===== src/rtl/sap_pkg.sv =====
// Shared widths, bus-source encoding and opcode constants for the SAP-style 8-bit CPU.
package sap_pkg;

  localparam int DATA_W = 8;
  localparam int ADDR_W = 4;

  typedef enum logic [2:0] {
    SRC_NONE = 3'd0,
    SRC_RAM  = 3'd1,
    SRC_ALU  = 3'd2,
    SRC_A    = 3'd3,
    SRC_IR   = 3'd4,
    SRC_PC   = 3'd5
  } bus_src_e;

  localparam logic [3:0] LDA = 4'h1;
  localparam logic [3:0] ADD = 4'h2;
  localparam logic [3:0] OUT = 4'hE;
  localparam logic [3:0] HLT = 4'hF;

  // Number of bus drivers asserted at once; anything above one is a conflict.
  function automatic logic [2:0] count_drivers(input logic [4:0] drv);
    logic [2:0] n;
    n = 3'd0;
    for (int i = 0; i < 5; i++) begin
      n = n + {2'b00, drv[i]};
    end
    return n;
  endfunction

endpackage


===== src/rtl/sap_datapath_ram.sv =====
// 16x8 program/data RAM: asynchronous read, synchronous write, no reset.
// The write port is shared between the ri bus path and the program-load port.
import sap_pkg::*;

module sap_ram16x8 (
  input  logic              clk,
  input  logic              prog_mode,
  input  logic              prog_we,
  input  logic [ADDR_W-1:0] prog_addr,
  input  logic [DATA_W-1:0] prog_data,
  input  logic              ri_we,
  input  logic [ADDR_W-1:0] ri_addr,
  input  logic [DATA_W-1:0] ri_data,
  input  logic [ADDR_W-1:0] rd_addr,
  output logic [DATA_W-1:0] rd_data
);

  logic [DATA_W-1:0] mem_r [16];
  logic              we_s;
  logic [ADDR_W-1:0] waddr_s;
  logic [DATA_W-1:0] wdata_s;

  // Select the write source: the load port owns the RAM in program mode.
  always_comb begin
    we_s    = 1'b0;
    waddr_s = {ADDR_W{1'b0}};
    wdata_s = {DATA_W{1'b0}};
    if (prog_mode) begin
      we_s    = prog_we;
      waddr_s = prog_addr;
      wdata_s = prog_data;
    end else begin
      we_s    = ri_we;
      waddr_s = ri_addr;
      wdata_s = ri_data;
    end
  end

  // Synchronous write.
  always_ff @(posedge clk) begin
    if (we_s) begin
      mem_r[waddr_s] <= wdata_s;
    end
  end

  assign rd_data = mem_r[rd_addr];

endmodule


===== src/rtl/sap_datapath.sv =====
// SAP-style 8-bit datapath: executes one decoder control word per rising edge
// around a single prioritised 8-bit bus, with a program-load port for the RAM.
import sap_pkg::*;

module sap_datapath (
  input  logic              clk,
  input  logic              rst,
  input  logic              hlt,
  input  logic              mi,
  input  logic              ri,
  input  logic              ro,
  input  logic              io,
  input  logic              ii,
  input  logic              ai,
  input  logic              ao,
  input  logic              sumo,
  input  logic              sub,
  input  logic              bi,
  input  logic              oi,
  input  logic              ce,
  input  logic              co,
  input  logic              j,
  input  logic              prog_mode,
  input  logic              prog_we,
  input  logic [ADDR_W-1:0] prog_addr,
  input  logic [DATA_W-1:0] prog_data,
  output logic [DATA_W-1:0] insn,
  output logic [DATA_W-1:0] bus,
  output logic [DATA_W-1:0] out_val,
  output logic [ADDR_W-1:0] pc,
  output logic              carry,
  output logic              zero,
  output logic              halted,
  output logic              bus_conflict
);

  logic [ADDR_W-1:0] mar_r, pc_r;
  logic [DATA_W-1:0] a_r, b_r, insn_r, out_r;
  logic              carry_r, zero_r, halted_r;
  logic [DATA_W:0]   sum_s;
  logic [DATA_W-1:0] ram_rd_s, bus_s, b_op_s;
  bus_src_e          src_s;
  logic              exec_s;

  // Control word takes effect only outside program mode and before a halt.
  assign exec_s = ~prog_mode & ~halted_r;
  assign b_op_s = sub ? ~b_r : b_r;
  assign sum_s  = {1'b0, a_r} + {1'b0, b_op_s} + {{DATA_W{1'b0}}, sub};

  sap_ram16x8 u_ram (
    .clk       (clk),
    .prog_mode (prog_mode),
    .prog_we   (prog_we),
    .prog_addr (prog_addr),
    .prog_data (prog_data),
    .ri_we     (ri & exec_s),
    .ri_addr   (mar_r),
    .ri_data   (bus_s),
    .rd_addr   (mar_r),
    .rd_data   (ram_rd_s)
  );

  // Bus source arbitration: ro > sumo > ao > io > co.
  always_comb begin
    src_s = SRC_NONE;
    if (ro) begin
      src_s = SRC_RAM;
    end else if (sumo) begin
      src_s = SRC_ALU;
    end else if (ao) begin
      src_s = SRC_A;
    end else if (io) begin
      src_s = SRC_IR;
    end else if (co) begin
      src_s = SRC_PC;
    end else begin
      src_s = SRC_NONE;
    end
  end

  // Bus value for the selected source.
  always_comb begin
    bus_s = 8'h00;
    case (src_s)
      SRC_RAM: bus_s = ram_rd_s;
      SRC_ALU: bus_s = sum_s[DATA_W-1:0];
      SRC_A:   bus_s = a_r;
      SRC_IR:  bus_s = {4'h0, insn_r[3:0]};
      SRC_PC:  bus_s = {4'h0, pc_r};
      default: bus_s = 8'h00;
    endcase
  end

  // Sticky halt; only reset clears it.
  always_ff @(posedge clk or posedge rst) begin
    if (rst) begin
      halted_r <= 1'b0;
    end else if (!prog_mode && hlt) begin
      halted_r <= 1'b1;
    end
  end

  // Register loads from the bus, program counter and ALU flags.
  always_ff @(posedge clk or posedge rst) begin
    if (rst) begin
      mar_r   <= 4'h0;
      pc_r    <= 4'h0;
      a_r     <= 8'h00;
      b_r     <= 8'h00;
      insn_r  <= 8'h00;
      out_r   <= 8'h00;
      carry_r <= 1'b0;
      zero_r  <= 1'b0;
    end else if (exec_s) begin
      if (mi) mar_r  <= bus_s[ADDR_W-1:0];
      if (ii) insn_r <= bus_s;
      if (ai) a_r    <= bus_s;
      if (bi) b_r    <= bus_s;
      if (oi) out_r  <= bus_s;
      // A jump overrides the increment when both are asserted.
      if (j) begin
        pc_r <= bus_s[ADDR_W-1:0];
      end else if (ce) begin
        pc_r <= pc_r + 4'd1;
      end
      if (sumo) begin
        carry_r <= sum_s[DATA_W];
        zero_r  <= (sum_s[DATA_W-1:0] == 8'h00);
      end
    end
  end

  assign insn         = insn_r;
  assign bus          = bus_s;
  assign out_val      = out_r;
  assign pc           = pc_r;
  assign carry        = carry_r;
  assign zero         = zero_r;
  assign halted       = halted_r;
  assign bus_conflict = (count_drivers({ro, sumo, ao, io, co}) >= 3'd2);

endmodule


===== config.mk =====
export PLATFORM = sky130hd
export DESIGN_NAME = sap_datapath
export DESIGN_NICKNAME = d
export VERILOG_FILES = /design/src/rtl/sap_pkg.sv /design/src/rtl/sap_datapath_ram.sv /design/src/rtl/sap_datapath.sv
export SDC_FILE = /design/constraint.sdc
export NUM_CORES = 1
export LEC_CHECK = 0
export CAP_MARGIN = 10
export CORE_UTILIZATION = 55
export CTS_CLUSTER_DIAMETER = 80
export CTS_CLUSTER_SIZE = 40
export DETAILED_ROUTE_END_ITERATION = 16
export PLACE_DENSITY = 0.74
export SLEW_MARGIN = 0
export SYNTH_ARGS = -nofsm -noshare
export SYNTH_HDL_FRONTEND = slang
export SYNTH_SLANG_ARGS = --single-unit

===== constraint.sdc =====
create_clock -name clk -period 5.8 [get_ports clk]
set_clock_uncertainty 0.15 [all_clocks]
set_input_delay 0.58 -clock clk [delete_from_list [all_inputs] [get_ports clk]]
set_output_delay 0.58 -clock clk [all_outputs]
set_load 0.05 [all_outputs]

# After elaboration in Yosys (flattened, before gate mapping)

Memory sizes are Yosys's and may differ from the RTL's.
Cells that the tools add are included.

Div/mod/pow operators: 0
Shift operators: 0
Magnitude comparators: 1
$add $sub $neg: 7
Bitwise operators: 5
Equal/unequal tests: 5
Mux-type cells: 14
Multipliers: 0
Reduce and logical (&&, ||, !) cells: 11

Operators with widths:

| cell                                                                   | number |
|---|---|
| 8-bit one-hot mux with 5 select lines                                  | 1 |
| 8-bit 2-to-1 mux                                                       | 2 |
| 3-bit 2-to-1 mux                                                       | 5 |
| 2-bit AND reduction                                                    | 7 |
| 4-bit 2-to-1 mux                                                       | 3 |
| 8-bit by 8-bit adder with 9-bit output                                 | 1 |
| 9-bit by 1-bit adder with 9-bit output                                 | 1 |
| 8-bit zero test                                                        | 1 |
| 8-bit inverter                                                         | 1 |
| 3-bit by 1-bit adder with 3-bit output                                 | 2 |
| 3-bit by 2-bit == test with 1-bit output (second input constant)       | 2 |
| 3-bit == test (second input constant)                                  | 2 |
| 4-bit by 1-bit adder with 4-bit output (second input constant)         | 1 |
| 2-bit by 1-bit adder with 3-bit output                                 | 1 |
| 3-bit by 1-bit == test with 1-bit output (second input constant)       | 1 |
| 3-bit by 2-bit >= comparator with 1-bit output (second input constant) | 1 |
| 1-bit 2-to-1 mux                                                       | 3 |
| 1-bit by 1-bit adder with 2-bit output                                 | 1 |
| 1-bit bitwise AND                                                      | 2 |
| 1-bit inverter                                                         | 2 |
| 2-bit nonzero test                                                     | 1 |
| 1-bit logical AND                                                      | 1 |
| 1-bit zero test                                                        | 1 |

Bits of input ports: 31
RAM bits: 128
Memories: 1
Output and inout port bits: 32
Logic and storage cells: 53
ROM bits: 0
Flip-flop bits (word level): 43
Latch bits: 0

Memories:

| name        | depth | width | rd ports | clocked after Yosys merged registers in | write ports | line                   | RTL |
|---|---|---|---|---|---|---|---|
| u_ram.mem_r | 16    | 8     | 1        | 0                                       | 1           | sap_datapath_ram.sv:18 | `logic [DATA_W-1:0] mem_r [16];` |

# Longest topological paths before layout

Depth after elaboration: 8
Gate-level depth with buffers: 10
Depth with buffers taken out: 8

# Modules after synthesis

Synthesis repeated with hierarchy kept, for this count alone.

Cell total of the unflattened synthesis: 521
Area total of the unflattened synthesis: 7648.6 µm²

Modules (own cells, without submodules):

| module       | cells each | area an instance (µm²) | sequential area each (µm²) | instances |
|---|---|---|---|---|
| sap_ram16x8  | 245        | 5172.5                 | 3843.7                     | 1 |
| sap_datapath | 276        | 2476.1                 | 1076.0                     | 1 |

# Worst setup path after synthesis

No wires, ideal clock.

Path kind: input-to-output
Start point: input sub
End point: output bus[4]
Stages: 9
Data arrival time: 2.784 ns
Data required time: 5.070 ns
Buffers on the path: 1
Path slack: 2.286 ns
Path through: buf_2 > mux2i_1 > inv_1 > fa_1 > and3_1 > or3_1 > a32o_1 > o21ai_1 > inv_1

Cells in the longest elaborated chain, start to end: 4

RTL lines:

| what                                       | line               | RTL |
|---|---|---|
| start: declaration                         | sap_datapath.sv:17 | `input logic sub,` |
| 8-bit 2-to-1 mux                           | sap_datapath.sv:47 | `assign b_op_s = sub ? ~b_r : b_r;` |
| 8-bit by 8-bit adder with 9-bit output     | sap_datapath.sv:48 | `assign sum_s = {1'b0, a_r} + {1'b0, b_op_s} + {{DATA_W{1'b0}}, sub};` |
| 9-bit by 1-bit adder with 9-bit output (*) | sap_datapath.sv:48 |  |
| 8-bit one-hot mux with 5 select lines (*)  | sap_datapath.sv:84 | `case (src_s)` |
| end: declaration                           | sap_datapath.sv:28 | `output logic [DATA_W-1:0] bus,` |

Mark *: on every way between the ends. The rest lies on a longest branch, timed or not.

# Worst setup path in the final report

Ends and elaborated chain as after synthesis.

==> results.py <==
metrics = {
    "synthesis": {
        "ys_ff_latch": 171,
        "syn_avg_cell_area_um2": 13.95,
        "synth_edf_count": 128,
        "syn_area_mm2": 0.007604,
        "synth_seq_area_share_pct": 64.70,
        "yosys_warnings": 0,
        "postSynthNetCount": 588,
        "synthArstFlopShare_pct": 25.15,
        "ys.flop_type": "edfxtp_1",
        "yosysUniqueCellTypes": 57,
        "netlist_instances": 545,
    },
    "clock_network": {
        "numCtsBuffers": 17,
        "h-tree-depth": 4,
        "hold_buffers": 0,
        "ctsRootBufferMaster": "clkbuf_16",
        "cts_buffer_depth": 2,
        "clkLatencyLatePin_ps": 430,
        "cts_sinks": 171,
        "post_cts_buffers": 0,
        "cts-resized-gates": 0,
        "cts_tree": "done",
        "clkTransAtPathRegs_ps": 70,
    },
    "grt": {
        "first_global_vias": 4828,
        "grt-ovfl-total": 0,
        "grt_max_degree": 44,
        "grt_use_total_pct": 28.04,
        "antenna_found_initial": 0,
        "grt_first_pass_wirelength_mm": 28.64,
    },
    "pwr": {
        "p_int_w": 0.002463,
        "p_comb_share_pct": 29.9,
        "power.share.sequential_pct": 41.0,
        "clockPowerShare_pct": 29.1,
        "leakagePower_nw": 3.286,
        "p_sw_share_pct": 35.98,
        "power-per-cell-area_mw_per_mm2": 426.9,
        "p_sw_w": 0.001384,
        "irDropWorstVdd_mv": 0.2731,
    },
    "drt": {
        "drt_wl_total_mm": 19.03,
        "detail_route.wl_per_cell_um": 23.69,
        "dr_total_vias": 5024,
        "drt_iter0_markers": 496,
        "drt-pass1-iter-count": 5,
        "viasPerCell": 6.257,
        "post-route-drc-count": 0,
        "drtAntennaViolNets": 0,
    },
    "sta": {
        "slew_headroom_pct": 15.11,
        "clock.fmax_mhz": 206.4,
        "slew_violations": 0,
        "period_share_pct": 83.54,
        "rsz0062_at_grt": "false",
        "min_period_ps": 4845,
        "whs_ps": 345.3,
        "worstMarginPinSlew_ps": 1273,
        "setup_tns_ps": 0,
        "hold_viol_final": 0,
        "setup_viol": 0,
    },
    "place": {
        "hpwl_mm": 12.89,
        "numPortBuffers": 62,
        "gp_congestion": 0.8841,
        "placed_cells_incl_taps": 771,
        "placed_area_mm2": 0.008418,
    },
    "worst_setup_path": {
        "cp-start-kind": "input port",
        "critPathMaxStageDelay_ps": 710,
        "worstPathCellList": "clkdlybuf4s50_1 -> mux2i_1 -> inv_1 -> fa_1 -> and3_1 -> or3_1 -> a32o_1 -> o21ai_1 -> inv_1 -> clkdlybuf4s50_1",
        "path_class": "input port to primary output",
        "worst_ep_required_time_ps": 5070,
        "crit_path_end_kind": "primary output",
        "worstPathMaxFanout": 8,
        "arrival_ps": 4120,
        "crit_path_top_delay_cell": "clkdlybuf4s50_1",
    },
    "layout": {
        "final_cell_area_mm2": 0.009011,
        "fillCellCount": 964,
        "layout.nets": 657,
        "multi_input_area_mm2": 0.002491,
        "n_antenna_cell": 0,
        "instances_no_fill": 803,
        "drive_above_1_share_pct": 12.76,
        "fin_util_pct": 67.51,
        "synthToLayoutAreaGrowth_pct": 18.51,
        "seq_area_mm2": 0.004921,
    },
    "outcome": {
        "outcome": "finished, final reports clean",
    },
    "job": {
        "cap_violations": 0,
    },
    "floorplanning": {
        "fp.dieW_um": 119.6,
        "io_pins": 63,
        "core.rowCount": 42,
        "die_h_um": 119.6,
        "die_area_mm2": 0.01430,
        "initial_core_util_pct": 56.96,
        "design.core.area_mm2": 0.01335,
    },
    "worst_hold_path": {
        "hold_path.class": "flop to flop",
    },
}
## layout make-up
class	instances	area share (%)
Sequential cell	171	54.61
Multi-Input combinational cell	331	27.65
Timing Repair Buffer	75	7.970
Clock buffer	17	4.721
Tap cell	176	2.444
Clock inverter	15	1.861
Inverter	18	0.7498
## synthesized netlist by cell type (all sizes together) (2+ instances only)
| cell | instances | area (um^2) |
|---|---|---|
| o31ai | 2 | 15.01 |
| o21ai | 41 | 209.0 |
| and4 | 2 | 17.52 |
| a32oi | 2 | 17.52 |
| nand3b | 3 | 22.52 |
| nor2b | 5 | 31.28 |
| a21oi | 25 | 125.1 |
| a31oi | 3 | 18.77 |
| a21o | 8 | 60.06 |
| mux2i | 24 | 240.2 |
| mux2 | 3 | 33.78 |
| buf | 10 | 68.81 |
| nand3 | 8 | 40.04 |
| and3 | 6 | 37.54 |
| fa | 2 | 40.04 |
| inv | 18 | 67.56 |
| nor2 | 34 | 127.6 |
| a31o | 2 | 17.52 |
| a22oi | 14 | 105.1 |
| o22ai | 2 | 12.51 |
| nand2 | 57 | 214.0 |
| mux4 | 25 | 563.0 |
| nor3 | 7 | 35.03 |
| and2 | 3 | 18.77 |
| clkbuf | 15 | 56.30 |
| edfxtp | 128 | 3844 |
| a221oi | 5 | 50.04 |
| nand4 | 5 | 31.28 |
| dfrtp | 43 | 1076 |
| or3 | 2 | 12.51 |
| ha | 10 | 125.1 |
| a32o | 2 | 20.02 |
| xor2 | 11 | 96.34 |
| nor3b | 2 | 15.01 |
## power by group through the flow
stage	clock, W	combinational (W)	sequential (W)
after detailed placement	0	0.00114	0.00160
after floorplan	0	0.000677	0.00166
after global placement	0	0.00112	0.00160
final	0.00112	0.00115	0.00158
after global routing	0.00117	0.00122	0.00159
after CTS	0.00113	0.00115	0.00157
## layout by cell type, fill, tap and decap left out, types with 3 or more instances in the layout
| cell | count |
|---|---|
| clkbuf_16 | 17 |
| edfxtp_1 | 128 |
| mux2_2 | 3 |
| clkinv_8 | 4 |
| xor2_1 | 11 |
| inv_6 | 6 |
| inv_8 | 3 |
| o21ai_1 | 10 |
| and2_1 | 3 |
| nand4_1 | 5 |
| a21o_1 | 8 |
| inv_1 | 17 |
| o21ai_0 | 30 |
| buf_4 | 13 |
| nor2b_1 | 5 |
| a21oi_1 | 25 |
| ha_1 | 10 |
| dfrtp_1 | 42 |
| mux4_2 | 25 |
| a31oi_1 | 3 |
| a221oi_1 | 4 |
| nor3_1 | 7 |
| clkdlybuf4s50_1 | 62 |
| a22oi_1 | 14 |
| nor2_1 | 34 |
| nand3_1 | 8 |
| and3_1 | 6 |
| mux2i_1 | 24 |
| nand2_1 | 57 |
| nand3b_1 | 3 |
## worst paths after layout
kind	slack, ps	cells after the start	endpoint	from
worst max register to register	2120	7	u_ram.mem_r[7][0]	mar_r[1]
max in group asynchronous	4600	3	mar_r[1]	rst
worst min register to register	350	2	out_val[3]	out_val[3]
min in group asynchronous	470	3	b_r[1]	rst
worst max-delay path	950	10	bus[4]	sub
worst min-delay path	350	2	out_val[3]	out_val[3]
## flip-flops by register name, indices dropped and copies added (netlist names)
register and cells:
a_r 8, b_r 8, carry 1, halted 1
insn 8, mar_r 4, out_val 8, pc 4
u_ram.mem_r 128, zero 1
## metrics by stage
| step | total power [W] | worst slack (ps) |
|---|---|---|
| 4_1_cts | 0.003849 | 966.6 |
| 6_report | 0.003847 | 954.8 |
| 3_3_place_gp | 0.002720 | 997.8 |
| 2_1_floorplan | 0.002340 | 2286 |
| 5_1_grt | 0.003984 | 783.3 |
| 3_5_place_dp | 0.002737 | 972.8 |
## cell families after synthesis
group           Yosys count  synth area share (%)
flops                   171                 64.70
mux                      52                 11.01
compound gates          117                 9.857
fa+ha+maj                12                 2.172
buf+inv                  43                 2.534
simple gates            139                 8.458
xor+xnor                 11                 1.267
## metal layers
layer	part of all wire (%)	vias to the layer above	GRT usage [%]	wire (um)
met3	7.6	36	6.084	1451
met1	42	2510	39.27	7947
li1	-	2224	-	-
met5	0	-	0	0
met4	1.8	0	8.203	346
met2	49	254	44.51	9279
## worst max-delay path, delay by kind of cell
| kind | cells | cell delay (ps) |
|---|---|---|
| adders and majority gates | 1 | 460 |
| AOI/OAI and AO/OA | 2 | 630 |
| muxes | 1 | 370 |
| and+or+nand+nor | 2 | 540 |
| buffers and inverters | 4 | 1530 |
(Power assumes the default switching activity.)
==> patch 1, RTL diff (same settings) <==
Reset style: synchronous (`rst`), changed in 2 clocked blocks. Comments in the files are not updated.
--- a/src/rtl/sap_datapath.sv
+++ b/src/rtl/sap_datapath.sv
@@ -93,5 +93,5 @@
 
   // Sticky halt; only reset clears it.
-  always_ff @(posedge clk or posedge rst) begin
+  always_ff @(posedge clk) begin
     if (rst) begin
       halted_r <= 1'b0;
@@ -102,5 +102,5 @@
 
   // Register loads from the bus, program counter and ALU flags.
-  always_ff @(posedge clk or posedge rst) begin
+  always_ff @(posedge clk) begin
     if (rst) begin
       mar_r   <= 4'h0;
Function: changed (Yosys sat finds a counterexample within 4 cycles, from zero or initial values and one cycle with rst high; the reset may be asserted at any time).
==> patch 1 against the unedited design <==
  * Synthesized area rose by 4.0%
  * Count of clock-buffer cells in the layout stayed put
  * Utilization down 0.82 points
  * Sequential share of layout area decreased by 3.1 points
  * Sequential cell count rose by 4
  * Routed wire length increased by 3.6%
  * Cell area grew 3.1%
  * Setup slack better by 120 ps
  * Highest routed layer unchanged
Power is not compared: it rests on default switching activity, and its combinational part moved more than twofold at a synthesized area within 25%.
==> patch 1: results <==
export IMPL_drtIter0Drc=558
export IMPL_grt_max_degree=33
export IMPL_gp_congestion=0.924
export IMPL_worstHoldEndpoint="insn[6]$_SDFFE_PP0P_"
export IMPL_drive_above_1_share_pct=15.2
export IMPL_cp_arrival_ps=4000
export IMPL_min_from="insn[6]$_SDFFE_PP0P_"
export IMPL_dp_hpwl_um=13600
export IMPL_grt_use_met1_pct=38.2
export IMPL_grt_use_total_pct=28.2
export IMPL_grt_pass1_vias=5159
export IMPL_yosysSeqAreaShare_pct=60.5
export IMPL_cp_slowest_stage_delay_ps=790
export IMPL_synth_edf_count=128
export IMPL_cp_max_fo=8
export IMPL_met2RoutedLength_um=9540
export IMPL_synthDistinctLibCells=74
export IMPL_antenna_found_initial=1
export IMPL_routed_wl_um=19700
export IMPL_fillers=969
export IMPL_reg2reg_from="b_r[0]$_SDFFE_PP0P_"
export IMPL_ys_async_sr_fraction_pct=0
export IMPL_yosysWarnings=0
export IMPL_grt_pass1_wl_um=29700
export IMPL_rrSetupSlack_ps=2130
export IMPL_top_layer_used="met4"
export IMPL_nNetsFinal=701
export IMPL_ir_drop_mv=0.247
export IMPL_synth_top_cells_by_area="edfxtp_1 (49%), dfxtp_1 (12%), mux4_2 (7.4%)"
export IMPL_status="finished, final reports clean"
export IMPL_via_per_inst=6.38
export IMPL_clk_path_buf_depth=2
export IMPL_cts_max_level=4
export IMPL_syn_num_nets=637
export IMPL_post_cts_setup_buffer_count=0
export IMPL_relSlewSlack_pct=17.4
export IMPL_wl_met1_um=8300
export IMPL_met3_usage_pct=6.41
export IMPL_met2_usage_pct=44.4
export IMPL_r2r_end="u_ram.mem_r[5][2]$_DFFE_PP_"
export IMPL_wl_met3_um=1400
export IMPL_startpoint="sub"
export IMPL_synthTopCellsByCount="edfxtp_1 (128), dfxtp_1 (47), a21oi_1 (46), nor2_1 (38), o21ai_0 (31)"
export IMPL_internal_power_mw=2.20
export IMPL_ctsRootBufferMaster="clkbuf_16"
export IMPL_r2r_cells=9
export IMPL_pre_cts_ws_ps=1150
==> patch 1: critical path, delay by kind of cell <==
family / cells / cell delay (ps)
buffers and inverters: 5 / 1560
AO/OA/AOI/OAI: 3 / 920
adder cells (fa/ha/maj): 1 / 460
multiplexers: 1 / 350
AND/OR/NAND/NOR: 1 / 110
==> patch 1: power groups by stage <==
stage	sequential, mW	combinational, mW	clock, mW
after CTS	1.44	0.504	1.15
after detailed placement	1.47	0.502	0
after global placement	1.46	0.492	0
after floorplan	1.49	0.310	0
final	1.44	0.511	1.14
after global routing	1.44	0.542	1.20
==> patch 1: area by class of cell <==
type	count	area share, %
inverters	23	0.929
diodes	1	0.0269
repair buffers	77	7.89
clock buffers	17	4.58
flip-flops and latches	175	51.5
clock inverters	15	1.76
multi-input cells	364	30.9
well taps	180	2.42
==> patch 1: metrics by stage <==
| stage | hold WS, ps | power [mW] | instance area (um2) | std cells |
|---|---|---|---|---|
| floorplan | 298 | 1.80 | 7910 | 594 |
| global placement | 299 | 1.95 | 8690 | 818 |
| detailed placement | 318 | 1.97 | 8690 | 818 |
| CTS | 329 | 3.09 | 9280 | 850 |
| global route | 352 | 3.18 | 9290 | 852 |
| finish | 325 | 3.09 | 9290 | 852 |
==> patch 1: worst max-delay path by stage <==
stage / to / slack, ps / cells after the start
finish: bus[4] / 1070 / 11
global route: bus[4] / 840 / 11
CTS: bus[4] / 1100 / 11
detailed placement: bus[4] / 1150 / 11
global placement: bus[4] / 1170 / 11
floorplan: bus[5] / 2320 / 9
==> patch 1: kinds of logic after synthesis <==
family | synth area share (%)
adder cells (fa/ha/maj) | 2.09
XOR/XNOR | 1.11
buffers and inverters | 3.21
AO/OA/AOI/OAI | 12.6
flip-flops | 60.5
AND/OR/NAND/NOR | 8.97
multiplexers | 11.5
==> patch 2, RTL diff (config.mk and constraints unchanged) <==
Made on the original files. Add an input register stage for `co`, with the module's reset; this delays it by one clock. The other inputs are not delayed to match.
--- a/src/rtl/sap_datapath.sv
+++ b/src/rtl/sap_datapath.sv
@@ -34,4 +34,14 @@
   output logic              bus_conflict
 );
+
+  logic co_q;
+
+  always_ff @(posedge clk or posedge rst) begin
+    if (rst) begin
+      co_q <= '0;
+    end else begin
+      co_q <= co;
+    end
+  end
 
   logic [ADDR_W-1:0] mar_r, pc_r;
@@ -72,5 +82,5 @@
     end else if (io) begin
       src_s = SRC_IR;
-    end else if (co) begin
+    end else if (co_q) begin
       src_s = SRC_PC;
     end else begin
@@ -138,5 +148,5 @@
   assign zero         = zero_r;
   assign halted       = halted_r;
-  assign bus_conflict = (count_drivers({ro, sumo, ao, io, co}) >= 3'd2);
+  assign bus_conflict = (count_drivers({ro, sumo, ao, io, co_q}) >= 3'd2);
 
 endmodule
Formal check against the unedited RTL: not equivalent (a bounded check fails within 4 cycles, from zero or initial values and one cycle with rst high).
==> patch 2 against the unedited design <==
  * Routed wire length fell by 9.2%
  * Critical path depth unchanged
  * Setup slack improved by 11 ps
  * Largest power group unchanged
  * Clock power down 4%
  * Count of clock-buffer cells in the layout rose by 1
  * Synthesized cell count up 0.92%
  * Cell area shrank 0.42%
  * Synthesized area increased by 0.44%
  * Register-to-register slack better by 170 ps
  * Total power fell by 2.9%
  * Via count decreased by 4.4%
  * Sequential cell count grew 1
==> patch 2: results <==
export IMPL_dp_hpwl_um=11900
export IMPL_cp_max_fo=8
export IMPL_largest_reg_flops=128
export IMPL_synth_top_cells_by_area="edfxtp_1 (50%), dfrtp_1 (14%), mux4_2 (7.4%)"
export IMPL_clk_path_buf_depth=2
export IMPL_grt_max_degree=45
export IMPL_synthTopCellsByCount="edfxtp_1 (128), nand2_1 (59), dfrtp_1 (44), nor2_1 (35)"
export IMPL_gp_congestion=0.940
export IMPL_synth_flop_cell="edfxtp_1"
export IMPL_grt_pass1_wl_um=26900
export IMPL_ys_async_sr_fraction_pct=25.6
export IMPL_cts_buffers=17
export IMPL_via_per_inst=5.99
export IMPL_post_cts_setup_buffer_count=0
export IMPL_ctsRootBufferMaster="clkbuf_16"
export IMPL_io_buffer_count=62
export IMPL_status="finished, final reports clean"
export IMPL_hp_class="reg2reg"
export IMPL_drive_above_1_share_pct=11.8
export IMPL_grt_use_total_pct=26.1
export IMPL_cp_slowest_stage_delay_ps=720
export IMPL_yosysSeqAreaShare_pct=64.7
export IMPL_crit_slowest_cell="clkdlybuf4s50_1"
export IMPL_drtIter0Drc=421
export IMPL_powerDensity_nw_per_um2=416
export IMPL_ir_drop_mv=0.222
export IMPL_drt_pass1_iter_count=6
export IMPL_dpl_cell_area_um2=8400
export IMPL_syn_num_nets=593
export IMPL_yosysWarnings=0
export IMPL_n_antenna_cell=0
export IMPL_cp_arrival_ps=4100
export IMPL_largest_register="u_ram.mem_r"
export IMPL_clk_pin_slew_worst_paths_ps=60
export IMPL_nNetsFinal=655
export IMPL_antenna_found_initial=0
export IMPL_synth_edf_count=128
export IMPL_crit_family="buffers and inverters"
export IMPL_cts_max_level=4
export IMPL_routed_wl_um=17300
export IMPL_cts_resized=0
export IMPL_p_leak_nw=3.15
export IMPL_clk_latency_ps=420
export IMPL_grt_pass1_vias=4784
export IMPL_relSlewSlack_pct=24.4
export IMPL_synthDistinctLibCells=58
-- patch 2: changes by cell type in the layout (fill, tap and decap cells not counted), sizes merged, moves of 5 or more --
cell   change
a21oi      +6
a22oi     -11
buf        -5
a31oi      +7
inv        -8
o21ai      -5
-- patch 2: path summary, 6_finish.rpt --
check	end	startpoint	depth (start not counted)	slack [ps]
setup / recovery	bus[6]	sub	10	970
hold / removal	zero$_DFFE_PP0P_	zero$_DFFE_PP0P_	2	330
setup reg to reg	u_ram.mem_r[13][4]$_DFFE_PP_	mar_r[1]$_DFFE_PP0P_	6	2290
hold reg to reg	zero$_DFFE_PP0P_	zero$_DFFE_PP0P_	2	330
max in group asynchronous	mar_r[1]$_DFFE_PP0P_	rst	3	4600
min in group asynchronous	out_val[0]$_DFFE_PP0P_	rst	3	470
-- patch 2: area by class of cell --
class | instances | area (um2)
Sequential cell | 172 | 4950
Multi-Input combinational cell | 335 | 2500
Clock buffer | 18 | 429
Inverter | 16 | 60.1
Tap cell | 176 | 220
Fill cell | 965 | 4430
Clock inverter | 14 | 135
Timing Repair Buffer | 70 | 681
-- patch 2: where the power goes --
group	total [mW]	switching (mW)	leakage, nW	internal (mW)
logic	1.09	0.677	1.19	0.417
clock network	1.07	0.476	0.270	0.598
registers	1.57	0.103	1.70	1.46
-- patch 2: metrics by stage --
stage	cells	util, %	hold slack [ps]	power, mW	worst slack (ps)
after floorplan	550	-	318	2.33	2410
after global placement	768	62.7	315	2.66	1060
after detailed placement	768	62.7	327	2.68	959
after CTS	800	66.9	342	3.75	941
after global routing	801	67.0	354	3.90	729
final	801	67.0	333	3.73	966
-- patch 2: layer usage --
metal / routed length (um) / vias to the layer above / part of all wire, % / GRT usage, %
met5: 0 / - / 0 / 0
met4: 490 / 0 / 2.8 / 10.7
met3: 1070 / 42 / 6.2 / 5.23
met2: 8540 / 193 / 49 / 43.0
met1: 7160 / 2344 / 41 / 34.1
li1: - / 2222 / - / -
-- patch 2: worst reg2reg max path: stages (launching register included) --
cell and delay [ps]:
dfrtp_2 830, buf_4 440, mux4_2 280, mux2i_1 100, o22ai_1 290, a221oi_2 130, a21oi_1 930
-- patch 2: cell families (layout without fill, tap and decap cells) --
| kind of cell | after synthesis | in the layout | share of synthesized area (%) |
|---|---|---|---|
| muxes | 55 | 55 | 11.4 |
| buffers and inverters | 43 | 118 | 2.49 |
| adders and majority gates | 12 | 12 | 2.16 |
| xor gates and xnor gates | 13 | 13 | 1.49 |
| and+or+nand+nor | 144 | 144 | 8.72 |
| DFF | 172 | 172 | 64.7 |
| AOI/OAI and AO/OA | 111 | 111 | 9.01 |
